### config.mk
export PLATFORM = sky130hd
export DESIGN_NAME = hdmi_video_framer_flat
export DESIGN_NICKNAME = d
export VERILOG_FILES = /design/src/rtl/hdmi_video_framer_if.sv /design/src/rtl/hdmi_video_framer.sv /design/src/flat_wrapper.sv
export SDC_FILE = /design/constraint.sdc
export NUM_CORES = 1
export LEC_CHECK = 0
export CORE_ASPECT_RATIO = 1.5
export CORE_MARGIN = 3
export CORE_UTILIZATION = 50
export CTS_CLUSTER_SIZE = 24
export DETAILED_ROUTE_END_ITERATION = 7
export GPL_TIMING_DRIVEN = 0
export PLACE_DENSITY = 0.66
export SETUP_SLACK_MARGIN = 0.5
export SYNTH_ARGS = -nofsm -noshare
export SYNTH_HDL_FRONTEND = slang
export SYNTH_SLANG_ARGS = --single-unit
export TNS_END_PERCENT = 1
### constraint.sdc
create_clock -name clk -period 6.5 [get_ports clk]
set_input_delay 0.65 -clock clk [delete_from_list [all_inputs] [get_ports clk]]
set_output_delay 0.65 -clock clk [all_outputs]
set_load 0.01 [all_outputs]
### src/rtl/hdmi_video_framer_if.sv
// Pixel-domain video input bundle (RGB, syncs, data enable) feeding hdmi_video_framer.
interface hdmi_video_framer_if;
  logic [23:0] rgb_in;
  logic        hsync_in;
  logic        vsync_in;
  logic        de_in;

  modport master (output rgb_in, hsync_in, vsync_in, de_in);
  modport slave  (input  rgb_in, hsync_in, vsync_in, de_in);
endinterface

### src/rtl/hdmi_video_framer.sv
// TMDS framer: delay line, DVI/HDMI preamble+guard sequencer, two-stage 8b/10b encoder.
// Optional colour-bar source is enabled by defining HDMI_TEST_PATTERN_EN.
module hdmi_video_framer #(
  parameter int PREAMBLE_LEN = 8,
  parameter int GUARD_LEN    = 2
`ifdef HDMI_TEST_PATTERN_EN
  , parameter int BAR_WIDTH  = 160
`endif
) (
  input  logic               clk,
  input  logic               rst,
  hdmi_video_framer_if.slave vid,
  input  logic               hdmi_mode,
  input  logic               err_clr,
`ifdef HDMI_TEST_PATTERN_EN
  input  logic               pattern_sel,
`endif
  output logic [29:0]        tmds_out,
  output logic               guard_err
);

  localparam int LEAD    = PREAMBLE_LEN + GUARD_LEN;
  localparam int CNT_MAX = (PREAMBLE_LEN > GUARD_LEN) ? PREAMBLE_LEN : GUARD_LEN;
  localparam int CNT_W   = $clog2(CNT_MAX + 1);

  localparam logic [9:0] TOK00 = 10'b1101010100;
  localparam logic [9:0] TOK01 = 10'b0010101011;
  localparam logic [9:0] TOK10 = 10'b0101010100;
  localparam logic [9:0] TOK11 = 10'b1010101011;
  localparam logic [9:0] GB_02 = 10'b1011001100;
  localparam logic [9:0] GB_1  = 10'b0100110011;

  typedef enum logic [1:0] {ST_CTRL, ST_PRE, ST_GUARD, ST_VIDEO} state_t;

  function automatic logic [3:0] ones8(input logic [7:0] d);
    logic [3:0] n;
    n = 4'd0;
    for (int i = 0; i < 8; i++) n = n + {3'b000, d[i]};
    return n;
  endfunction

  function automatic logic [8:0] tmds_qm(input logic [7:0] d);
    logic [3:0] n1;
    logic       use_xnor;
    logic [8:0] qm;
    n1       = ones8(d);
    use_xnor = (n1 > 4'd4) || ((n1 == 4'd4) && !d[0]);
    qm       = 9'd0;
    qm[0]    = d[0];
    for (int i = 1; i < 8; i++) qm[i] = use_xnor ? ~(qm[i-1] ^ d[i]) : (qm[i-1] ^ d[i]);
    qm[8]    = ~use_xnor;
    return qm;
  endfunction

  // Returns {new_disparity[4:0], q[9:0]}; n1 is the ones count of qm[7:0].
  function automatic logic [14:0] tmds_word(input logic [8:0] qm, input logic [3:0] n1,
                                            input logic signed [4:0] rd);
    logic signed [4:0] diff;
    logic signed [4:0] rd_nx;
    logic [9:0]        q;
    diff = $signed({n1, 1'b0} - 5'd8);
    if ((rd == 5'sd0) || (diff == 5'sd0)) begin
      q     = {~qm[8], qm[8], (qm[8] ? qm[7:0] : ~qm[7:0])};
      rd_nx = qm[8] ? (rd + diff) : (rd - diff);
    end else if (((rd > 5'sd0) && (diff > 5'sd0)) || ((rd < 5'sd0) && (diff < 5'sd0))) begin
      q     = {1'b1, qm[8], ~qm[7:0]};
      rd_nx = rd + (qm[8] ? 5'sd2 : 5'sd0) - diff;
    end else begin
      q     = {1'b0, qm[8], qm[7:0]};
      rd_nx = rd - (qm[8] ? 5'sd0 : 5'sd2) + diff;
    end
    return {rd_nx, q};
  endfunction

  function automatic logic [9:0] ctl_tok(input logic [1:0] c);
    logic [9:0] t;
    case (c)
      2'b00:   t = TOK00;
      2'b01:   t = TOK01;
      2'b10:   t = TOK10;
      2'b11:   t = TOK11;
      default: t = TOK00;
    endcase
    return t;
  endfunction

  logic [26:0]       dl [LEAD];
  logic [26:0]       dly;
  logic              dly_de;
  logic              de_rise;
  logic [23:0]       rgb_src;
  state_t            state, state_nx;
  logic [CNT_W-1:0]  cnt, cnt_nx;
  logic              enter_err;
  logic [8:0]        qm_c  [3];
  logic [8:0]        s1_qm [3];
  logic [3:0]        s1_n1 [3];
  logic [1:0]        s1_sync;
  logic [14:0]       enc_w [3];
  logic signed [4:0] disp    [3];
  logic signed [4:0] disp_nx [3];
  logic [29:0]       tmds_nx;

  assign dly     = dl[LEAD-1];
  assign dly_de  = dly[26];
  assign de_rise = vid.de_in & ~dl[0][26];

`ifdef HDMI_TEST_PATTERN_EN
  localparam int POS_W = $clog2(BAR_WIDTH + 1);
  logic [POS_W-1:0] bar_pos, pos_eff;
  logic [2:0]       bar_idx, idx_eff;
  logic [23:0]      bar_rgb;

  // Position within the current bar; a rising de restarts the line at bar 0.
  always_comb begin
    pos_eff = de_rise ? '0 : bar_pos;
    idx_eff = de_rise ? 3'd0 : bar_idx;
  end

  always_ff @(posedge clk) begin
    if (rst) begin
      bar_pos <= '0;
      bar_idx <= 3'd0;
    end else if (vid.de_in) begin
      if (pos_eff == POS_W'(BAR_WIDTH - 1)) begin
        bar_pos <= '0;
        bar_idx <= (idx_eff == 3'd7) ? 3'd7 : (idx_eff + 3'd1);
      end else begin
        bar_pos <= pos_eff + POS_W'(1);
        bar_idx <= idx_eff;
      end
    end
  end

  always_comb begin
    case (idx_eff)
      3'd0:    bar_rgb = 24'hFFFFFF;
      3'd1:    bar_rgb = 24'hFFFF00;
      3'd2:    bar_rgb = 24'h00FFFF;
      3'd3:    bar_rgb = 24'h00FF00;
      3'd4:    bar_rgb = 24'hFF00FF;
      3'd5:    bar_rgb = 24'hFF0000;
      3'd6:    bar_rgb = 24'h0000FF;
      default: bar_rgb = 24'h000000;
    endcase
    rgb_src = pattern_sel ? bar_rgb : vid.rgb_in;
  end
`else
  assign rgb_src = vid.rgb_in;
`endif

  always_ff @(posedge clk) begin
    if (rst) begin
      for (int i = 0; i < LEAD; i++) dl[i] <= '0;
    end else begin
      dl[0] <= {vid.de_in, vid.vsync_in, vid.hsync_in, rgb_src};
      for (int i = 1; i < LEAD; i++) dl[i] <= dl[i-1];
    end
  end

  // The state register is aligned with encoder stage 1, so PRE+GUARD (LEAD cycles)
  // started at the undelayed de rise end exactly when the delayed line begins.
  always_ff @(posedge clk) begin
    if (rst) begin
      state <= ST_CTRL;
      cnt   <= '0;
    end else begin
      state <= state_nx;
      cnt   <= cnt_nx;
    end
  end

  always_comb begin
    state_nx  = state;
    cnt_nx    = cnt;
    enter_err = 1'b0;
    case (state)
      ST_CTRL: begin
        if (de_rise && hdmi_mode) begin
          state_nx = ST_PRE;
          cnt_nx   = CNT_W'(PREAMBLE_LEN);
        end else if (dly_de) begin
          state_nx  = ST_VIDEO;
          enter_err = hdmi_mode;
        end else begin
          state_nx = ST_CTRL;
        end
      end
      ST_PRE: begin
        if (cnt == CNT_W'(1)) begin
          state_nx = ST_GUARD;
          cnt_nx   = CNT_W'(GUARD_LEN);
        end else begin
          cnt_nx = cnt - CNT_W'(1);
        end
      end
      ST_GUARD: begin
        if (cnt == CNT_W'(1)) begin
          state_nx = ST_VIDEO;
          cnt_nx   = '0;
        end else begin
          cnt_nx = cnt - CNT_W'(1);
        end
      end
      ST_VIDEO: begin
        if (!dly_de) state_nx = ST_CTRL;
        else         state_nx = ST_VIDEO;
      end
      default: begin
        state_nx = ST_CTRL;
        cnt_nx   = '0;
      end
    endcase
  end

  always_comb begin
    for (int c = 0; c < 3; c++) qm_c[c] = tmds_qm(dly[8*c +: 8]);
  end

  always_ff @(posedge clk) begin
    if (rst) begin
      s1_sync <= 2'b00;
      for (int c = 0; c < 3; c++) begin
        s1_qm[c] <= '0;
        s1_n1[c] <= '0;
      end
    end else begin
      s1_sync <= dly[25:24];
      for (int c = 0; c < 3; c++) begin
        s1_qm[c] <= qm_c[c];
        s1_n1[c] <= ones8(qm_c[c][7:0]);
      end
    end
  end

  always_comb begin
    for (int c = 0; c < 3; c++) enc_w[c] = tmds_word(s1_qm[c], s1_n1[c], disp[c]);
  end

  // Symbol selection; disparity only survives across consecutive VIDEO cycles.
  always_comb begin
    tmds_nx = {TOK00, TOK00, TOK00};
    for (int c = 0; c < 3; c++) disp_nx[c] = 5'sd0;
    case (state)
      ST_CTRL:  tmds_nx = {TOK00, TOK00, ctl_tok(s1_sync)};
      ST_PRE:   tmds_nx = {TOK00, TOK01, ctl_tok(s1_sync)};
      ST_GUARD: tmds_nx = {GB_02, GB_1, GB_02};
      ST_VIDEO: begin
        for (int c = 0; c < 3; c++) begin
          tmds_nx[10*c +: 10] = enc_w[c][9:0];
          disp_nx[c]          = $signed(enc_w[c][14:10]);
        end
      end
      default:  tmds_nx = {TOK00, TOK00, TOK00};
    endcase
  end

  always_ff @(posedge clk) begin
    if (rst) begin
      tmds_out <= {TOK00, TOK00, TOK00};
      for (int c = 0; c < 3; c++) disp[c] <= 5'sd0;
    end else begin
      tmds_out <= tmds_nx;
      for (int c = 0; c < 3; c++) disp[c] <= disp_nx[c];
    end
  end

  always_ff @(posedge clk) begin
    if (rst)            guard_err <= 1'b0;
    else if (enter_err) guard_err <= 1'b1;
    else if (err_clr)   guard_err <= 1'b0;
    else                guard_err <= guard_err;
  end

endmodule

### src/flat_wrapper.sv
// flat-port wrapper written by rule: the top's interface ports become plain ports
module hdmi_video_framer_flat 
#(
  parameter int PREAMBLE_LEN = 8,
  parameter int GUARD_LEN    = 2

)
  (clk, rst, hdmi_mode, err_clr, tmds_out, guard_err, vid_rgb_in, vid_hsync_in, vid_vsync_in, vid_de_in);
  hdmi_video_framer_if vid_i ();
  input  logic clk;
  input  logic rst;
  input  logic hdmi_mode;
  input  logic err_clr;
  output logic [29:0] tmds_out;
  output logic guard_err;
  input wire logic [$bits(vid_i.rgb_in)-1:0] vid_rgb_in;
  input wire logic [$bits(vid_i.hsync_in)-1:0] vid_hsync_in;
  input wire logic [$bits(vid_i.vsync_in)-1:0] vid_vsync_in;
  input wire logic [$bits(vid_i.de_in)-1:0] vid_de_in;
  assign vid_i.rgb_in = vid_rgb_in;
  assign vid_i.hsync_in = vid_hsync_in;
  assign vid_i.vsync_in = vid_vsync_in;
  assign vid_i.de_in = vid_de_in;
  hdmi_video_framer #(.PREAMBLE_LEN(PREAMBLE_LEN), .GUARD_LEN(GUARD_LEN)) u_core (.clk(clk), .rst(rst), .vid(vid_i), .hdmi_mode(hdmi_mode), .err_clr(err_clr), .tmds_out(tmds_out), .guard_err(guard_err));
endmodule
==> results.toml <==
[worst_setup_path]
cp_top_family = "adder cells"
crit_top_cell = "fa_1"
cp-start-kind = "register"
cp-end-kind = "register"
crit_slowest_cell = "fa_1"
arrival_ns = 6.24
cp.required_ns = 6.92
cp_max_fo = 4
worstPathCellList = "ha_1 -> inv_1 -> fa_1 -> fa_1 -> inv_1 -> fa_1 -> fa_1 -> nor3b_2 -> o22ai_2 -> xnor2_2 -> ha_1 -> inv_1 -> fa_1 -> inv_1 -> fa_1 -> fa_1 -> fa_1 -> xnor2_1 -> nor2_1"
cp_num_buf_inv = 4
rrSetupSlack_ns = 0.68
max_stage_delay_ns = 0.54
critical_path_class = "reg -> reg"

[finish]
n_antenna_cell = 0
seq_area_mm2 = 0.007209
final_nets = 1470
drive_gt1_frac = 0.07709
multi_input_comb_area_mm2 = 0.005874
stdcell_count = 1686
syn_to_final_growth_pct = 16.62
fillers = 2163

[power_and_ir_drop]
pwr-share-comb = 0.091
power_density_mw_per_mm2 = 296.4
intPower_mw = 3.662
p_leak_nw = 6.710
p_switching_mw = 1.026
total_power_mw = 4.688
power_frac_clock = 0.417
p_sw_frac = 0.2188
vdd_drop_max_mv = 0.2578
pwr-share-seq = 0.493

[placement]
dp_slack_ns = 0.1079
numPortBuffers = 60
hpwlAfterDp_mm = 16.42
dpl.cell_count = 1620
place_congestion = 0.8028

[logic_synthesis]
synth_cells = 1223
synth_top_area_cell = "dfxtp_1"
synth.area.top_cells = "dfxtp_1 (53%), nor2b_1 (13%), ha_1 (7.0%)"
synth-xor-area-share = 0.06236
async_flop_share = 0
synth-edff-count = 0
synth_compound_area_frac = 0.04797
synthMuxAreaShare = 0.01015
synth_fp_nets = 1369
avgSynthCellArea_um2 = 11.09
ys_seq_area_frac = 0.5314
yosysUniqueCellTypes = 51
yosys.area.top_type_share = 0.5314
yosys.area_share.simple = 0.1814
synth-seq-cells = 360
synth.cell_area_mm2 = 0.01356
yosys-top-cells-count = "dfxtp_1 (360), nor2b_1 (279), inv_1 (92), ha_1 (76), nor2_1 (51)"
synth_top_family_by_area = "simple AND/OR/NAND/NOR gates"
synth_ff_type = "dfxtp_1"
synthAdderAreaFrac = 0.1277
ys_warn_count = 0
synth.most_common_cell = "dfxtp_1"

[timing]
fin_ws_ns = 0.6750
worstMarginPinSlew_ns = 0.9448
slew_violations = 0
rsz0062_at_grt = "yes"
slew_headroom = 0.3701
fin_skew_ns = 0.008680
min_period_ns = 5.825
setup_tns_ns = 0
fmax_ghz = 0.1717
holdWs_ns = 0.4282
hold_viol_final = 0
setup_violations = 0
fin_crit_sh = 0.8961

[grt]
grt_max_degree = 16
grt_pass1_vias = 8017
grt_pass1_wl_mm = 36.23
gr-total-overflow = 0
grt_antenna_before_repair = 0
grt_usage = 0.1500

[die]
initial_core_util = 0.5103
io_pins = 62
die-area_mm2 = 0.02918
core_area_mm2 = 0.02658
die_y_um = 207.7
chipWidth_um = 140.5
row_count = 73

[clock_tree]
cts_root_buf = "clkbuf_16"
cts_max_path_buffers = 3
cts_buffers = 31
path_clk_slew_ns = 0.07
cts_tree = "done"
htreeDepth = 1
cts.sinks = 360
clkLatencyLatePin_ns = 0.55

[detailed_routing]
finalWirelength_mm = 21.82
drt_iter0_drc = 194
ant_nets = 0
drc = 0
dr_total_vias = 7875
drtPass1Iterations = 7
viasPerCell = 4.671
post_drt_wl_per_cell_um = 12.94

[flow_run]
maxCapViolCount = 0

[hold_path]
hp-class = "reg -> reg"

[outcome]
status = "complete, no violations"
-- cell usage in the layout, fill, tap and decap left out, types with 9 or more instances in the layout --
cell / instances
inv_1: 92
nor2_1: 51
nor3b_1: 9
xnor2_1: 41
dfxtp_1: 358
xor2_1: 32
clkbuf_8: 10
ha_1: 75
a21oi_1: 24
fa_1: 35
nor2b_1: 279
nand3_1: 11
clkbuf_1: 46
o21ai_0: 25
buf_4: 9
a211oi_1: 11
and2_1: 12
nand2_1: 23
clkbuf_16: 31
clkdlybuf4s50_1: 60
-- sequential cells by signal, summed over array words and instances, names as in the netlist --
signal	count
u_core.cnt	4
u_core.guard_err	1
u_core.tmds_out	30
u_core.s1_sync	2
u_core.s1_qm	27
u_core.dl	270
u_core.state	2
u_core.s1_n1	12
u_core.disp	12
-- through the flow --
| stage | area [um^2] | util |
|---|---|---|
| floorplan | 13560 | - |
| global placement | 14590 | 0.5487 |
| detailed placement | 14590 | 0.5487 |
| CTS | 15740 | 0.5920 |
| global route | 15820 | 0.5951 |
| finish | 15820 | 0.5951 |
-- cell type report --
class | count | area share
Clock inverter | 9 | 0.01123
Clock buffer | 49 | 0.05964
Inverter | 92 | 0.02183
Timing Repair Buffer | 68 | 0.04177
Multi-Input combinational cell | 727 | 0.3714
Sequential cell | 360 | 0.4558
Buffer | 44 | 0.01171
Tap cell | 337 | 0.02666
-- cells by family (layout without fill, tap and decap cells) --
logic type	after synthesis	after routing
XOR/XNOR	85	85
AND/OR/NAND/NOR	419	419
adder cells (fa/ha/maj)	115	115
multiplexers	13	13
buffers and inverters	136	262
flip-flops	360	360
AO/OA/AOI/OAI	95	95
-- metal layers --
| layer | track usage | up-vias | wire length [um] |
|---|---|---|---|
| met1 | 0.1418 | 3674 | 7852 |
| met4 | 0.05450 | 0 | 728 |
| met5 | 0 | - | 0 |
| li1 | - | 4029 | - |
| met3 | 0.02074 | 41 | 744 |
| met2 | 0.3137 | 131 | 12490 |
-- repair_timing --
item	CTS	global route
pin swaps	1	7
hold buffers	0	0
endpoints found under the setup margin	4	6
gates resized for setup	3	10
buffers inserted	1	7
-- worst reg2reg max path, stage by stage, from the launching register on --
cell	delay [ns]
dfxtp_2	0.35
ha_1	0.32
inv_1	0.14
fa_1	0.46
fa_1	0.54
inv_1	0.06
fa_1	0.46
fa_1	0.45
nor3b_2	0.21
o22ai_2	0.15
xnor2_2	0.18
ha_1	0.29
inv_1	0.04
fa_1	0.47
inv_1	0.05
fa_1	0.49
fa_1	0.42
fa_1	0.40
xnor2_1	0.17
nor2_1	0.06
-- worst paths after layout --
path                                         end                         start  cells past startpoint
hold / removal      u_core.dl[0][246]$_SDFF_PP0_  u_core.dl[0][219]$_SDFF_PP0_                      1
hold reg to reg     u_core.dl[0][246]$_SDFF_PP0_  u_core.dl[0][219]$_SDFF_PP0_                      1
setup reg to reg  u_core.s1_n1[0][10]$_SDFF_PP0_  u_core.dl[0][259]$_SDFF_PP0_                     19
setup / recovery  u_core.s1_n1[0][10]$_SDFF_PP0_  u_core.dl[0][259]$_SDFF_PP0_                     19
-- power by group through the flow --
stage | clock (mW) | sequential (mW) | combinational (mW)
2_1_floorplan | 0 | 2.37 | 0.246
3_3_place_gp | 0 | 2.36 | 0.424
3_5_place_dp | 0 | 2.36 | 0.429
4_1_cts | 2.00 | 2.31 | 0.431
5_1_grt | 2.08 | 2.32 | 0.477
6_report | 1.95 | 2.31 | 0.426
(Power assumes the default switching activity.)
==> variant 1: new RTL, same flow settings <==
`GUARD_LEN` is set to 2 in 2 places; all go to 4.
--- a/src/rtl/hdmi_video_framer.sv
+++ b/src/rtl/hdmi_video_framer.sv
@@ -3,5 +3,5 @@
 module hdmi_video_framer #(
   parameter int PREAMBLE_LEN = 8,
-  parameter int GUARD_LEN    = 2
+  parameter int GUARD_LEN    = 4
 `ifdef HDMI_TEST_PATTERN_EN
   , parameter int BAR_WIDTH  = 160
--- a/src/flat_wrapper.sv
+++ b/src/flat_wrapper.sv
@@ -3,5 +3,5 @@
 #(
   parameter int PREAMBLE_LEN = 8,
-  parameter int GUARD_LEN    = 2
+  parameter int GUARD_LEN    = 4
 
 )
Behaviour: no difference found for any inputs over 4 cycles, from zero or initial values and one cycle with rst high; that may be too few to reach the edited logic, so the function may still have changed.
==> variant 1 against the original RTL <==
  * Sequential cell count grew 54
  * Critical path type unchanged
  * Largest cell class unchanged
  * Combinational power increased by 17%
  * Highest routed layer unchanged
  * Synthesized area increased by 10%
  * Routed wire length grew 11%
  * Setup slack improved by 0.0089 ns
  * Power rose by 14%
  * Design area is 10% higher
  * Critical path depth is 1 higher
==> variant 1: results (changes against the original RTL) <==
metric,value,unit,change
syn_area_per_cell,11.2,um2,+0.98%
antenna_found_initial,0,,unchanged
grt_pass1_wl,40700,um,+12%
yosysSeqAreaShare,0.554,,+0.0222
min_to,u_core.dl[0][286],,
pre_cts_ws,0.140,ns,+0.0319 ns
dpl.cell_count,1792,,+11%
r2r_cells,20,,+1
syn_inst,1337,,+9.3%
fmax,172,MHz,+0.15%
vdd_drop_max,0.254,mV,-1.5%
drt_pass1_iterations,4,,-3
grtUsageTotal,0.157,,+0.00709
synth_compound_area_frac,0.0414,,-0.00661
nets,1588,,+8.0%
dp_hpwl,18400,um,+12%
synth_xor_xnor_area_share,0.0557,,-0.00671
synth.area.mux_share,0.00919,,-0.000956
hp-start,u_core.dl[0][259],,
cp.arrival,6.20,ns,-0.04 ns
syn_nets,1483,,+8.3%
h-tree-depth,2,,+1
drt_wl_total,24300,um,+11%
vias_per_cell,4.61,,-1.4%
run_status,completed,,
final_cells,1863,,+10%
p_leak,7.26,nW,+8.3%
numCtsBuffers,39,,+26%
timing.hold.ws,0.426,ns,-0.00210 ns
largest_registers,"u_core.dl (324), u_core.tmds_out (30), u_core.s1_qm (27)",,
synth_area_leaders,"dfxtp_1 55%, nor2b_1 14%, ha_1 6.4%, fa_1 5.2%, xnor2_1 2.9%",,
grt_pass1_vias,8724,,+8.8%
cp_max_fo,5,,+1
skew,0.0123,ns,+0.00360 ns
drive_above_1_share,0.0674,,-0.00966
synth_fa_ha_area_frac,0.116,,-0.0120
ys_top_cells_by_count,"414 x dfxtp_1, 345 x nor2b_1, 95 x inv_1, 76 x ha_1, 52 x nor2_1",,
insertion_delay,0.53,ns,-0.02 ns
## variant 1: layer usage
metal  vias up  track usage  routed length [um]
met2       123        0.337               14500
met4         0       0.0578                 753
met3        50       0.0297                 937
met1      4025        0.139                8100
met5         -            0                   0
li1       4385            -                   -
## variant 1: what timing repair did
action | CTS | global route
resized for setup | 2 | 11
buffers inserted | 1 | 3
pin swaps | 1 | 7
setup endpoints to repair | 5 | 6
## variant 1: area by class of cell
cell class | instances | area (um2)
multi-input cells | 778 | 6180
fillers | 2576 | 12100
repair buffers | 64 | 631
inverters | 95 | 357
clock inverters | 15 | 166
plain buffers | 50 | 203
flip-flops and latches | 414 | 8290
clock buffers | 52 | 1090
well taps | 395 | 494
## variant 1: report_power, final
group,internal (mW),switching [mW]
logic,0.226,0.271
registers,2.62,0.0362
clock network,1.26,0.925
total,4.11,1.23
==> variant 2: new RTL, config.mk and constraints unchanged <==
Made on the original files. Remove the register `tmds_out`: a continuous assignment takes its place, so the output `tmds_out` follows one clock earlier.
--- a/src/rtl/hdmi_video_framer.sv
+++ b/src/rtl/hdmi_video_framer.sv
@@ -258,11 +258,11 @@
   always_ff @(posedge clk) begin
     if (rst) begin
-      tmds_out <= {TOK00, TOK00, TOK00};
       for (int c = 0; c < 3; c++) disp[c] <= 5'sd0;
     end else begin
-      tmds_out <= tmds_nx;
       for (int c = 0; c < 3; c++) disp[c] <= disp_nx[c];
     end
   end
+
+  assign tmds_out = tmds_nx;
 
   always_ff @(posedge clk) begin
Check against the original RTL: not equivalent (a bounded check fails within 4 cycles, from zero or initial values and one cycle with rst high).
==> variant 2 against the original RTL <==
  * Design area down 5.4%
  * Combinational power up 42%
  * Die area down 4.8%
  * Critical path type unchanged
  * Routed wire length down 8.3%
  * Setup slack better by 0.043 ns
  * Highest routed layer unchanged
  * Core utilization down 0.21 points
  * Synthesized area down 5.0%
  * Largest cell class unchanged
  * Worst hold slack better by 0.0050 ns
  * Fmax up 0.75%
  * Final cell count down 3.9%
  * Power down 6.9%
  * Sequential cell count down 30
==> variant 2: results (changes against the original RTL) <==
metric,value,unit,change
skew,0.0118,ns,+0.00310 ns
routedWlPerCell,12.3,um,-4.6%
grt_max_degree,17,,+1
cp_max_fo,5,,+1
p_leak,6.31,nW,-6.0%
synthDominantCellAreaShare,0.513,,-0.0188
insertion_delay,0.53,ns,-0.02 ns
yosys_warnings,0,,unchanged
syn_nets,1323,,-3.4%
fill_cells,2136,,-1.2%
hold_path_class,reg -> reg,,
max_slew_margin,0.556,,+0.186
drive_above_1_share,0.0727,,-0.00439
grt_pass1_wl,33100,um,-8.8%
yosysSeqAreaShare,0.513,,-0.0188
synth.area.mux_share,0.00990,,-0.000247
placed_area,13900,um2,-4.6%
nets,1417,,-3.6%
largest_registers,"u_core.dl (270), u_core.s1_qm (27)",,
numCtsBuffers,28,,-9.7%
h-tree-depth,1,,unchanged
path_clk_slew,0.06,ns,
cp.arrival,6.17,ns,-0.07 ns
slowest_stage,fa_1,,
clockBufferDepth,3,,unchanged
ys_types,51,,unchanged
antenna_cells,0,,unchanged
place_congestion,0.798,,-0.60%
run_status,completed,,
vias_per_cell,4.63,,-0.93%
cts_root_buf,clkbuf_16,,
dp_hpwl,15300,um,-7.0%
synth_fa_ha_area_frac,0.134,,+0.00667
io_buffers,61,,+1.7%
synth_xor_xnor_area_share,0.0653,,+0.00297
drt_iter0_drc,190,,-2.1%
synth_compound_area_frac,0.0531,,+0.00513
synth_area_leaders,"dfxtp_1 51%, nor2b_1 14%, ha_1 7.4%, fa_1 6.1%, xnor2_1 3.3%",,
grtUsageTotal,0.146,,-0.00431
pre_cts_ws,0.346,ns,+0.238 ns
cpPeakStageDelay,0.56,ns,+0.02 ns
vdd_drop_max,0.245,mV,-5.0%
ys_top_cells_by_count,"330 x dfxtp_1, 290 x nor2b_1, 90 x inv_1, 76 x ha_1, 49 x nor2_1",,
drt_pass1_iterations,4,,-3
synthArstFlopShare,0,,unchanged
grt_pass1_vias,7236,,-9.7%
antenna_found_initial,0,,unchanged
==> variant 2: cell type report <==
class | count | area, um2 | share of cell area
buffer | 42 | 173 | 0.0115
clock buffer | 37 | 786 | 0.0525
clock inverter | 15 | 164 | 0.0110
inverter | 90 | 338 | 0.0226
multi-input combinational | 715 | 5850 | 0.391
sequential | 330 | 6610 | 0.442
tap | 328 | 410 | 0.0274
timing repair buffer | 64 | 633 | 0.0423
==> variant 2: path summary, 6_finish.rpt <==
path	endpoint	startpoint	depth (start not counted)	slack [ns]
max	u_core.s1_n1[0][1]	u_core.dl[0][243]	19	0.72
min	u_core.dl[0][199]	u_core.dl[0][172]	1	0.43
max reg2reg	u_core.s1_n1[0][1]	u_core.dl[0][243]	19	0.72
min reg2reg	u_core.dl[0][199]	u_core.dl[0][172]	1	0.43
==> variant 2: metal layers <==
metal / wire length [um] / part of all wire / GRT usage
met1: 7380 / 0.37 / 0.146
met4: 540 / 0.027 / 0.0467
met2: 11300 / 0.57 / 0.297
met3: 742 / 0.037 / 0.0198
met5: 0 / 0 / 0
==> variant 2: where the power goes <==
group | internal [mW] | switching [mW]
clock | 0.974 | 0.702
combinational | 0.303 | 0.304
sequential | 2.06 | 0.0234
==> variant 2: per-stage QoR <==
step,total power [mW],std cells
global route,4.56,1621
CTS,4.42,1619
detailed placement,2.74,1566
floorplan,2.46,1177
finish,4.37,1621
global placement,2.73,1566
==> variant 2: logic make-up after synthesis <==
family / after synthesis
AO/OA/AOI/OAI: 98
adder cells (fa/ha/maj): 115
AND/OR/NAND/NOR: 407
multiplexers: 12
flip-flops: 330
XOR/XNOR: 83
buffers and inverters: 132
==> variant 2: worst max-delay path, delay by kind of cell (launching register included) <==
family | cells | cell delay, ns
fa+ha+maj | 10 | 4.33
flops | 1 | 0.35
buf+inv | 4 | 0.33
compound gates | 2 | 0.27
simple gates | 2 | 0.22
xor+xnor | 1 | 0.15
==> variant 2: repair_timing <==
| item | CTS | global route |
|---|---|---|
| setup endpoints to repair | 5 | 6 |
| gates resized for setup | 4 | 14 |
| setup buffers | 1 | 2 |
| pin swaps | 2 | 13 |
| endpoints found under the hold margin | 0 | 0 |
